### src/rtl/oxygen_pkg.sv
// Shared definitions for the oxygen display: state encoding, segment
// patterns and the oxygen counter's starting value.
package oxygen_pkg;

  typedef enum logic [1:0] {
    NORMAL = 2'd0,
    WARN   = 2'd1,
    REFILL = 2'd2,
    OVER   = 2'd3
  } state_t;

  localparam logic [6:0] SEG_BLANK = 7'h7F;
  localparam logic [6:0] SEG_DASH  = 7'h3F;

  // Starting digits of the oxygen counter; the display's previous-value
  // register resets to this so the initial load is not seen as a refill.
  localparam logic [3:0] STARTING_UPPER = 4'd2;
  localparam logic [3:0] STARTING_LOWER = 4'd5;
  localparam logic [6:0] PREV_RESET =
    ({3'b000, STARTING_UPPER} * 7'd10) + {3'b000, STARTING_LOWER};

  // Value substituted when either digit is not valid BCD.
  localparam logic [6:0] VALUE_INVALID = 7'd99;

  function automatic logic digits_valid(input logic [3:0] upper,
                                        input logic [3:0] lower);
    return (upper <= 4'd9) && (lower <= 4'd9);
  endfunction

  function automatic logic [6:0] bcd_value(input logic [3:0] upper,
                                           input logic [3:0] lower);
    if (!digits_valid(upper, lower)) begin
      return VALUE_INVALID;
    end
    return ({3'b000, upper} * 7'd10) + {3'b000, lower};
  endfunction

endpackage

### src/rtl/oxygen_display_if.sv
// Oxygen counter to display bus: two BCD digits and the game-over level.
// The counter side uses the master modport, the display the slave modport.
interface oxygen_display_if;
  logic [3:0] lowerDigit;
  logic [3:0] upperDigit;
  logic       gameOver;

  modport master (output lowerDigit, output upperDigit, output gameOver);
  modport slave  (input  lowerDigit, input  upperDigit, input  gameOver);
endinterface

### src/rtl/oxygen_display_bcd_to_seg7.sv
// BCD digit to active-low 7-segment pattern (bit0=a .. bit6=g).
// Codes above 9 display as a dash.
module bcd_to_seg7
  import oxygen_pkg::*;
(
  input  logic [3:0] bcd_i,
  output logic [6:0] seg_o
);

  // Pure lookup, no state.
  always_comb begin
    seg_o = SEG_DASH;
    case (bcd_i)
      4'd0:    seg_o = 7'h40;
      4'd1:    seg_o = 7'h79;
      4'd2:    seg_o = 7'h24;
      4'd3:    seg_o = 7'h30;
      4'd4:    seg_o = 7'h19;
      4'd5:    seg_o = 7'h12;
      4'd6:    seg_o = 7'h02;
      4'd7:    seg_o = 7'h78;
      4'd8:    seg_o = 7'h00;
      4'd9:    seg_o = 7'h10;
      default: seg_o = SEG_DASH;
    endcase
  end

endmodule

### src/rtl/oxygen_display.sv
// Oxygen display: drives two active-low 7-segment digits and a warning LED
// from the oxygen counter bus, sequencing NORMAL / WARN / REFILL / OVER.
// Everything advances on the frame tick (fps), so timing is in frames.
// Optional build macro OXY_LEADING_BLANK_EN: blank the tens digit when it
// is zero in every digit-showing state (the OVER pattern is unaffected).
module oxygen_display
  import oxygen_pkg::*;
#(
  parameter int WARN_LEVEL        = 10,
  parameter int BLINK_FRAMES      = 15,
  parameter int REFILL_FRAMES     = 30,
  parameter int OVER_BLINK_FRAMES = 8
) (
  input  logic              fps,
  input  logic              resetn,
  oxygen_display_if.slave   cnt_if,
  output logic [6:0]        HEX0,
  output logic [6:0]        HEX1,
  output logic              warnLED,
  output logic              refillPulse
);

  localparam logic [6:0] WARN_LVL   = 7'(WARN_LEVEL);
  localparam logic [5:0] BLINK_LAST = 6'(BLINK_FRAMES - 1);
  localparam logic [5:0] REFILL_LAST = 6'(REFILL_FRAMES - 1);
  localparam logic [5:0] OVER_LAST  = 6'(OVER_BLINK_FRAMES - 1);

  state_t     state_q, state_d;
  logic [5:0] cnt_q, cnt_d;
  logic       phase_q, phase_d;
  logic [6:0] prev_q, prev_d;
  logic [6:0] hex0_q, hex0_d;
  logic [6:0] hex1_q, hex1_d;
  logic       warn_q, warn_d;
  logic       pulse_q, pulse_d;

  logic [6:0] value;
  logic       valid;
  logic       refill_trig;
  logic       low;
  logic [6:0] seg_lower;
  logic [6:0] seg_upper;
  logic [6:0] hex1_shown;

  bcd_to_seg7 u_seg_lower (.bcd_i(cnt_if.lowerDigit), .seg_o(seg_lower));
  bcd_to_seg7 u_seg_upper (.bcd_i(cnt_if.upperDigit), .seg_o(seg_upper));

  // Decode the digits into a value and the two mode triggers. Invalid digits
  // read as 99, which never warns, and are barred from raising a refill.
  always_comb begin
    value       = bcd_value(cnt_if.upperDigit, cnt_if.lowerDigit);
    valid       = digits_valid(cnt_if.upperDigit, cnt_if.lowerDigit);
    refill_trig = valid && (value > prev_q);
    low         = value < WARN_LVL;
  end

  // Tens-digit pattern for digit-showing states, with optional leading blank.
  always_comb begin
`ifdef OXY_LEADING_BLANK_EN
    hex1_shown = (cnt_if.upperDigit == 4'd0) ? SEG_BLANK : seg_upper;
`else
    hex1_shown = seg_upper;
`endif
  end

  // Next state, frame counter and blink phase; priority gameOver > refill > warn.
  always_comb begin
    state_d = state_q;
    cnt_d   = cnt_q;
    phase_d = phase_q;
    prev_d  = (state_q == OVER) ? prev_q : value;
    case (state_q)
      NORMAL: begin
        if (cnt_if.gameOver) begin
          state_d = OVER;
          cnt_d   = '0;
          phase_d = 1'b1;
        end else if (refill_trig) begin
          state_d = REFILL;
          cnt_d   = '0;
        end else if (low) begin
          state_d = WARN;
          cnt_d   = '0;
          phase_d = 1'b1;
        end
      end
      WARN: begin
        if (cnt_if.gameOver) begin
          state_d = OVER;
          cnt_d   = '0;
          phase_d = 1'b1;
        end else if (refill_trig) begin
          state_d = REFILL;
          cnt_d   = '0;
        end else if (!low) begin
          state_d = NORMAL;
          cnt_d   = '0;
          phase_d = 1'b1;
        end else if (cnt_q == BLINK_LAST) begin
          cnt_d   = '0;
          phase_d = ~phase_q;
        end else begin
          cnt_d = cnt_q + 6'd1;
        end
      end
      REFILL: begin
        if (cnt_if.gameOver) begin
          state_d = OVER;
          cnt_d   = '0;
          phase_d = 1'b1;
        end else if (refill_trig) begin
          cnt_d = '0;
        end else if (cnt_q == REFILL_LAST) begin
          state_d = low ? WARN : NORMAL;
          cnt_d   = '0;
          phase_d = 1'b1;
        end else begin
          cnt_d = cnt_q + 6'd1;
        end
      end
      OVER: begin
        if (cnt_q == OVER_LAST) begin
          cnt_d   = '0;
          phase_d = ~phase_q;
        end else begin
          cnt_d = cnt_q + 6'd1;
        end
      end
      default: begin
        state_d = NORMAL;
        cnt_d   = '0;
        phase_d = 1'b1;
      end
    endcase
  end

  // Output patterns for the upcoming frame, taken from the next state.
  always_comb begin
    hex0_d  = SEG_BLANK;
    hex1_d  = SEG_BLANK;
    warn_d  = 1'b0;
    pulse_d = (state_d == REFILL) && (state_q != REFILL);
    case (state_d)
      NORMAL, REFILL: begin
        hex0_d = seg_lower;
        hex1_d = hex1_shown;
      end
      WARN: begin
        hex0_d = phase_d ? seg_lower  : SEG_BLANK;
        hex1_d = phase_d ? hex1_shown : SEG_BLANK;
        warn_d = phase_d;
      end
      OVER: begin
        hex0_d = phase_d ? SEG_DASH : SEG_BLANK;
        hex1_d = phase_d ? SEG_DASH : SEG_BLANK;
        warn_d = phase_d;
      end
      default: begin
        hex0_d = SEG_BLANK;
        hex1_d = SEG_BLANK;
      end
    endcase
  end

  // State and registered outputs; reset blanks the display immediately.
  always_ff @(posedge fps or negedge resetn) begin
    if (!resetn) begin
      state_q <= NORMAL;
      cnt_q   <= '0;
      phase_q <= 1'b1;
      prev_q  <= PREV_RESET;
      hex0_q  <= SEG_BLANK;
      hex1_q  <= SEG_BLANK;
      warn_q  <= 1'b0;
      pulse_q <= 1'b0;
    end else begin
      state_q <= state_d;
      cnt_q   <= cnt_d;
      phase_q <= phase_d;
      prev_q  <= prev_d;
      hex0_q  <= hex0_d;
      hex1_q  <= hex1_d;
      warn_q  <= warn_d;
      pulse_q <= pulse_d;
    end
  end

  assign HEX0        = hex0_q;
  assign HEX1        = hex1_q;
  assign warnLED     = warn_q;
  assign refillPulse = pulse_q;

endmodule

### src/flat_wrapper.sv
// flat-port wrapper written by rule: the top's interface ports become plain ports
module oxygen_display_flat import oxygen_pkg::*;
#(
  parameter int WARN_LEVEL        = 10,
  parameter int BLINK_FRAMES      = 15,
  parameter int REFILL_FRAMES     = 30,
  parameter int OVER_BLINK_FRAMES = 8
)
  (fps, resetn, HEX0, HEX1, warnLED, refillPulse, cnt_if_lowerDigit, cnt_if_upperDigit, cnt_if_gameOver);
  oxygen_display_if cnt_if_i ();
  input  logic fps;
  input  logic resetn;
  output logic [6:0] HEX0;
  output logic [6:0] HEX1;
  output logic warnLED;
  output logic refillPulse;
  input wire logic [$bits(cnt_if_i.lowerDigit)-1:0] cnt_if_lowerDigit;
  input wire logic [$bits(cnt_if_i.upperDigit)-1:0] cnt_if_upperDigit;
  input wire logic [$bits(cnt_if_i.gameOver)-1:0] cnt_if_gameOver;
  assign cnt_if_i.lowerDigit = cnt_if_lowerDigit;
  assign cnt_if_i.upperDigit = cnt_if_upperDigit;
  assign cnt_if_i.gameOver = cnt_if_gameOver;
  oxygen_display #(.WARN_LEVEL(WARN_LEVEL), .BLINK_FRAMES(BLINK_FRAMES), .REFILL_FRAMES(REFILL_FRAMES), .OVER_BLINK_FRAMES(OVER_BLINK_FRAMES)) u_core (.fps(fps), .resetn(resetn), .cnt_if(cnt_if_i), .HEX0(HEX0), .HEX1(HEX1), .warnLED(warnLED), .refillPulse(refillPulse));
endmodule
### config.mk
export PLATFORM = sky130hd
export DESIGN_NAME = oxygen_display_flat
export DESIGN_NICKNAME = d
export VERILOG_FILES = /design/src/rtl/oxygen_pkg.sv /design/src/rtl/oxygen_display_if.sv /design/src/rtl/oxygen_display_bcd_to_seg7.sv /design/src/rtl/oxygen_display.sv /design/src/flat_wrapper.sv
export SDC_FILE = /design/constraint.sdc
export NUM_CORES = 1
export LEC_CHECK = 0
export ABC_AREA = 0
export BUFFER_PORTS_ARGS = -buffer_cell sky130_fd_sc_hd__buf_2
export CORE_ASPECT_RATIO = 1.25
export CORE_UTILIZATION = 46
export CTS_CLUSTER_DIAMETER = 40
export DETAILED_ROUTE_END_ITERATION = 7
export PLACE_DENSITY = 0.67
export SLEW_MARGIN = 30
export SYNTH_ARGS = -nofsm -noshare
export SYNTH_HDL_FRONTEND = slang
export SYNTH_SLANG_ARGS = --single-unit
### constraint.sdc
create_clock -name fps -period 2.7 [get_ports fps]
set_input_delay 0.27 -clock fps [delete_from_list [all_inputs] [get_ports fps]]
set_output_delay 0.27 -clock fps [all_outputs]
set_load 0.005 [all_outputs]
# Word-level counts from Yosys, hierarchy flattened
# Memories as Yosys holds them, arrays and structs flattened.
# Cells that the tools add are included.
[classes]
n_addsub = 2
shift = 0
order_cmp = 4
bitwise_logic = 1
div_mod_pow = 0
n_reduce_logical = 7
n_mul = 1
eq_ne = 11
mux = 42
[ops]
columns = ["cell", "n"]
rows = [
  ["6-bit 2-to-1 mux", 11],
  ["7-bit case mux with 3 select lines", 2],
  ["7-bit 2-to-1 mux", 4],
  ["6-bit case mux with 4 select lines", 1],
  ["2-bit 2-to-1 mux", 9],
  ["1-bit 2-to-1 mux", 13],
  ["2-bit == test, second input constant", 4],
  ["4-bit <= comparator, second input constant", 2],
  ["7-bit by 4-bit adder with 7-bit output", 1],
  ["7-bit greater-than comparator", 1],
  ["7-bit by 4-bit < comparator with 1-bit output, second input constant", 1],
  ["6-bit by 1-bit adder with 6-bit output, second input constant", 1],
  ["6-bit by 3-bit == test with 1-bit output, second input constant", 1],
  ["6-bit by 4-bit == test with 1-bit output, second input constant", 1],
  ["6-bit by 5-bit == test with 1-bit output, second input constant", 1],
  ["4-bit by 3-bit multiplier with 6-bit output, second input constant", 1],
  ["2-bit case mux with 3 select lines", 1],
  ["2-bit by 1-bit == test with 1-bit output, second input constant", 2],
  ["2-bit zero test", 2],
  ["4-bit by 2-bit != test with 1-bit output, second input constant", 1],
  ["1-bit case mux with 4 select lines", 1],
  ["2-bit OR reduction", 2],
  ["1-bit logical AND", 3],
  ["2-bit != test, second input constant", 1],
  ["1-bit inverter", 1],
]
[word_totals]
ram_bits = 0
output_inout_bits = 16
input_bits = 11
latchBits = 0
mem_count = 2
register_bits = 32
rom_bits = 224
[memory_table]
columns = ["name", "words", "word_bits", "read_ports", "rd_ports_with_merged_regs", "write_ports", "line", "text"]
rows = [
  ["(name not given)", 16, 7, 1, 0, 0, "oxygen_display_bcd_to_seg7.sv:13", "case (bcd_i)"],
  ["(name not given)", 16, 7, 1, 0, 0, "oxygen_display_bcd_to_seg7.sv:13", ""],
]

# Logic depth before layout (Yosys ltp)
[logic_depth]
ltp_word = 12
depth_mapped = 17
depth_no_buf = 15

# Hierarchy
# Synthesis repeated with hierarchy kept, for this count alone.
[unflattened]
hier_cells = 310
area_unflattened_um2 = 2914.0
[modules_own_cells]
columns = ["mod", "n_inst", "area_each_um2", "seq_area_each_um2", "cells_each"]
rows = [
  ["oxygen_display", 1, 2449.8, 823.3, 248],
  ["bcd_to_seg7 (u_core.u_seg_lower)", 1, 240.2, 0.0, 31],
  ["bcd_to_seg7 (u_core.u_seg_upper)", 1, 224.0, 0.0, 31],
]

# Worst setup path after synthesis
# Ideal clock, no wire load.
[synth_timing]
kind = "input-to-reg"
from = "input port cnt_if_upperDigit[1]"
to = "register u_core.hex1_q[4] (netlist: u_core.HEX1[4])"
t_arrival_ps = 4091
path_buffers = 2
path_stages = 16
setup_slack_ps = -1480
cell_sequence = "ha_1 ha_1 fa_1 xnor2_1 nor4_1 o21ai_0 ha_1 and4_1 a21boi_0 o311a_1 buf_6 or4_1 o221a_2 o32ai_2 buf_6 o211ai_2"
[synth_via]
elab_chain_len = 12
elab_cells_between_ends = 36
cone_classes = "add/sub: 1; mul: 1; order compare: 3; eq/ne: 3; mux: 23; reduce/logical: 4; memory: 1"
[synth_lines]
columns = ["item", "line", "text"]
rows = [
  ["start: declaration", "flat_wrapper.sv:18", "input wire logic [$bits(cnt_if_i.upperDigit)-1:0] cnt_if_upperDigit;"],
  ["4-bit by 3-bit multiplier with 6-bit output / 4-bit <= comparator (equally long branches)", "oxygen_pkg.sv:35, oxygen_pkg.sv:27", ""],
  ["7-bit by 4-bit adder with 7-bit output / 1-bit logical AND (equally long branches)", "oxygen_pkg.sv:35, oxygen_pkg.sv:27", ""],
  ["7-bit 2-to-1 mux (*)", "oxygen_pkg.sv:35", "return ({3'b000, upper} * 7'd10) + {3'b000, lower};"],
  ["net u_core.value[6]", "oxygen_display.sv:37", "logic [6:0] value;"],
  ["7-bit by 4-bit < comparator with 1-bit output", "oxygen_display.sv:54", "low = value < WARN_LVL;"],
  ["1-bit 2-to-1 mux", "oxygen_display.sv:114", "state_d = low ? WARN : NORMAL;"],
  ["2-bit 2-to-1 mux", "oxygen_display.sv:113", "end else if (cnt_q == REFILL_LAST) begin"],
  ["2-bit 2-to-1 mux", "oxygen_display.sv:111", "end else if (refill_trig) begin"],
  ["2-bit 2-to-1 mux", "oxygen_display.sv:107", "if (cnt_if.gameOver) begin"],
  ["2-bit case mux with 3 select lines", "oxygen_display.sv:72", "case (state_q)"],
  ["2-bit == test / 2-bit zero test (equally long branches)", "oxygen_display.sv:143", "case (state_d)"],
  ["2-bit OR reduction", "oxygen_display.sv:143", ""],
  ["7-bit case mux with 3 select lines (*)", "oxygen_display.sv:143", ""],
  ["net u_core.hex1_d[4]", "oxygen_display.sv:33", "logic [6:0] hex1_q, hex1_d;"],
  ["end signal: assignment", "oxygen_display.sv:173", "hex1_q <= SEG_BLANK;"],
  ["end signal: assignment", "oxygen_display.sv:182", "hex1_q <= hex1_d;"],
  ["end: declaration", "oxygen_display.sv:33", ""],
]
# Mark *: on every way through the listed nets, which the timed path passes. The rest lies on a longest branch.
# A chain may end at the register's enable or synchronous reset.

# Worst setup path after layout
[layout_timing]
from = "input port cnt_if_upperDigit[1]"
to = "register u_core.hex1_q[3] (netlist: u_core.HEX1[3])"
# The elaborated chain is that of the path after synthesis.

==> flow_summary.json <==
{
  "status": "complete, but fails checks",
  "violations": "negative setup slack",
  "dr.pass1.iters": 4,
  "grt_setup_unrepaired": "true",
  "grt_pass1_vias": 2383,
  "multi_input_area_sq_um": 1887,
  "dpl_cell_area_sq_um": 3232,
  "netlist_area_sq_um": 2592,
  "p_leak_nw": 1.778,
  "layout_common_cells": "62 x buf_4, 27 x inv_1, 27 x ha_1",
  "hold_viol": 0,
  "pwr-share-seq": 0.233,
  "port_buffers": 26,
  "gp_congestion": 0.8464,
  "boundaryPins": 27,
  "clk_latency_ps": 290,
  "hpwl_mm": 4.627,
  "tns_ps": -28040,
  "final_common_cell": "buf_4",
  "critPathKind": "in2reg",
  "hold_buffers": 0,
  "seq_area_frac_synth": 0.3176,
  "finalMaxSlewViolations": 0,
  "ys_types": 65,
  "wirelength_mm": 6.817,
  "dpl.cell_count": 427,
  "root_buffer": "clkbuf_8",
  "avgSynthCellArea_sq_um": 8.878,
  "synthCells": 292,
  "syn_nets": 336,
  "cts.sinks": 32,
  "async_reset_ff_frac": 1.000,
  "cts_inserted_buffers": 5,
  "max_freq_mhz": 252.1,
  "grt_pass1_wl_mm": 10.66,
  "cp_data_required_time_ps": 2940,
  "finalInstanceArea_sq_um": 3811,
  "grt_usage": 0.2209,
  "first_iter_violations": 115,
  "synth_top_area_frac": 0.1824,
  "die_w_um": 69.15,
  "drc": 0,
  "endpoint_kind": "register",
  "worst_slack_ps": -1267,
  "clk_path_buf_depth": 2,
  "vias": 2481,
  "power_switching_w": 0.001311,
  "grt-ovfl-total": 0,
  "nNetsFinal": 435,
  "area_growth_pct": 47.01,
  "synthTopCellsByArea": "dfstp_2 18%, ha_1 15%, dfrtp_1 14%",
  "period_needed_ps": 3967,
  "synth_seq_cells": 32,
  "min_path_type": "in2async",
  "finClkSkew_ps": 5.840,
  "synth_warnings": 0,
  "grt_antenna_before_repair": 0,
  "seqCellArea_sq_um": 823.3,
  "grt_max_degree": 33,
  "tightest_slew_ps": 724.2,
  "drt-wirelength-per-cell_um": 14.95,
  "num_rows": 30,
  "p_per_area_nw_per_um2": 885.6,
  "drive_gt1_frac": 0.4847,
  "synth_top_flop_cell": "dfstp_2",
  "fin_cells": 456,
  "p_int_w": 0.002064,
  "start_util": 0.4763,
  "dieArea_sq_um": 5942,
  "clockPowerShare": 0.138,
  "fin_crit_sh": 1.469,
  "cp.arrival_ps": 4200,
  "p_comb_frac": 0.629,
  "maxCapViolations": 0,
  "ant_nets": 0,
  "fillCellCount": 399,
  "cts.htree.levels": 2,
  "crit_fanout": 8,
  "slew_headroom": 0.5172,
  "cts_tree": "yes",
  "synth_area_leader_cell": "dfstp_2",
  "power_w": 0.003375,
  "die_h_um": 85.94,
  "antenna-diode-count": 0,
  "path_clk_slew_ps": 70,
  "coreArea_sq_um": 5443,
  "r2r_slack_ps": -290,
  "setup_viol": 25,
  "cp-start-kind": "input pin",
  "switching_share": 0.3885,
  "synth_edf_count": 0,
  "viasPerCell": 5.441,
  "vdd_drop_max_mv": 0.3535
}
layer usage:
| layer | up-vias | GRT usage | wire [um] |
|---|---|---|---|
| met3 | 16 | 0.02468 | 170 |
| met4 | 0 | 0.08163 | 168 |
| met2 | 52 | 0.4078 | 3528 |
| li1 | 1235 | - | - |
| met1 | 1178 | 0.2619 | 2949 |
| met5 | - | 0 | 0 |
Yosys cell counts (all sizes together), types with 3 or more instances:
library cell  number
ha                31
inv               29
nor2              28
nand2             27
a21oi             21
dfstp             18
o21ai             17
dfrtp             14
nor3              12
buf                6
clkbuf             6
a211oi             4
a21o               4
a22o               4
nand3              4
o31ai              4
xnor2              4
a211o              3
a221oi             3
and2               3
nand2b             3
nand4              3
nor2b              3
path summary, 6_finish.rpt:
kind                                      startpoint               end  cells past startpoint
min in group fps                cnt_if_lowerDigit[3]    u_core.HEX0[6]                      3
worst min-delay path                          resetn    u_core.warnLED                      1
worst max register to register      u_core.prev_q[4]    u_core.HEX1[3]                     11
worst max-delay path            cnt_if_upperDigit[1]    u_core.HEX1[3]                     18
worst min register to register      u_core.prev_q[0]  u_core.prev_q[0]                      2
max in group asynchronous                     resetn  u_core.prev_q[5]                      1
layout make-up:
type | count | share of cell area
multi-input cells | 219 | 0.4951
flip-flops and latches | 32 | 0.2160
repair buffers | 104 | 0.2101
well taps | 64 | 0.02101
inverters | 29 | 0.02856
clock buffers | 5 | 0.01806
clock inverters | 3 | 0.01116
worst max-delay path, stage by stage:
cell and delay, ps:
buf_8 100, ha_4 230, ha_4 150, fa_2 570, nand2_2 70, nor4_4 260, buf_4 170, o21ai_4 60
ha_1 300, and4_1 160, a21boi_2 160, o311a_4 340, or4_4 500, a221oi_4 400, o32ai_4 140, buf_12 160
buf_6 110, nand2_2 50
power by group through the flow:
stage / Combinational, W / Clock [W] / Sequential (W)
floorplan: 0.000977 / 0 / 0.000795
global route: 0.00228 / 0.000493 / 0.000799
global placement: 0.00154 / 0 / 0.000787
CTS: 0.00178 / 0.000478 / 0.000787
finish: 0.00212 / 0.000466 / 0.000786
detailed placement: 0.00157 / 0 / 0.000794
registers in the layout, summed over array words and instances, names as in the netlist:
register and flops:
u_core.refillPulse 1, u_core.cnt_q 6, u_core.state_q 2, u_core.phase_q 1, u_core.HEX0 7, u_core.prev_q 7, u_core.warnLED 1, u_core.HEX1 7
through the flow:
step                hold WS, ps  utilization  worst slack (ps)
floorplan                -25.59            -             -1305
global placement          355.0       0.5938             -1498
detailed placement        368.9       0.5938             -1573
CTS                       56.14       0.6611             -1245
global route              99.71       0.7002             -1405
finish                    40.83       0.7002             -1267
repair_timing:
item / in CTS / in global routing
pin swaps: 17 / 27
setup endpoints to repair: 25 / 25
setup buffers: 17 / 6
gates resized for setup: 23 / 34
kinds of logic after synthesis:
| logic type | share of synthesized area |
|---|---|
| mux | 0.01255 |
| fa+ha+maj | 0.1651 |
| compound gates | 0.2336 |
| simple gates | 0.1887 |
| buf+inv | 0.06901 |
| flops | 0.3176 |
| xor+xnor | 0.01351 |
(Power assumes the default switching activity.)
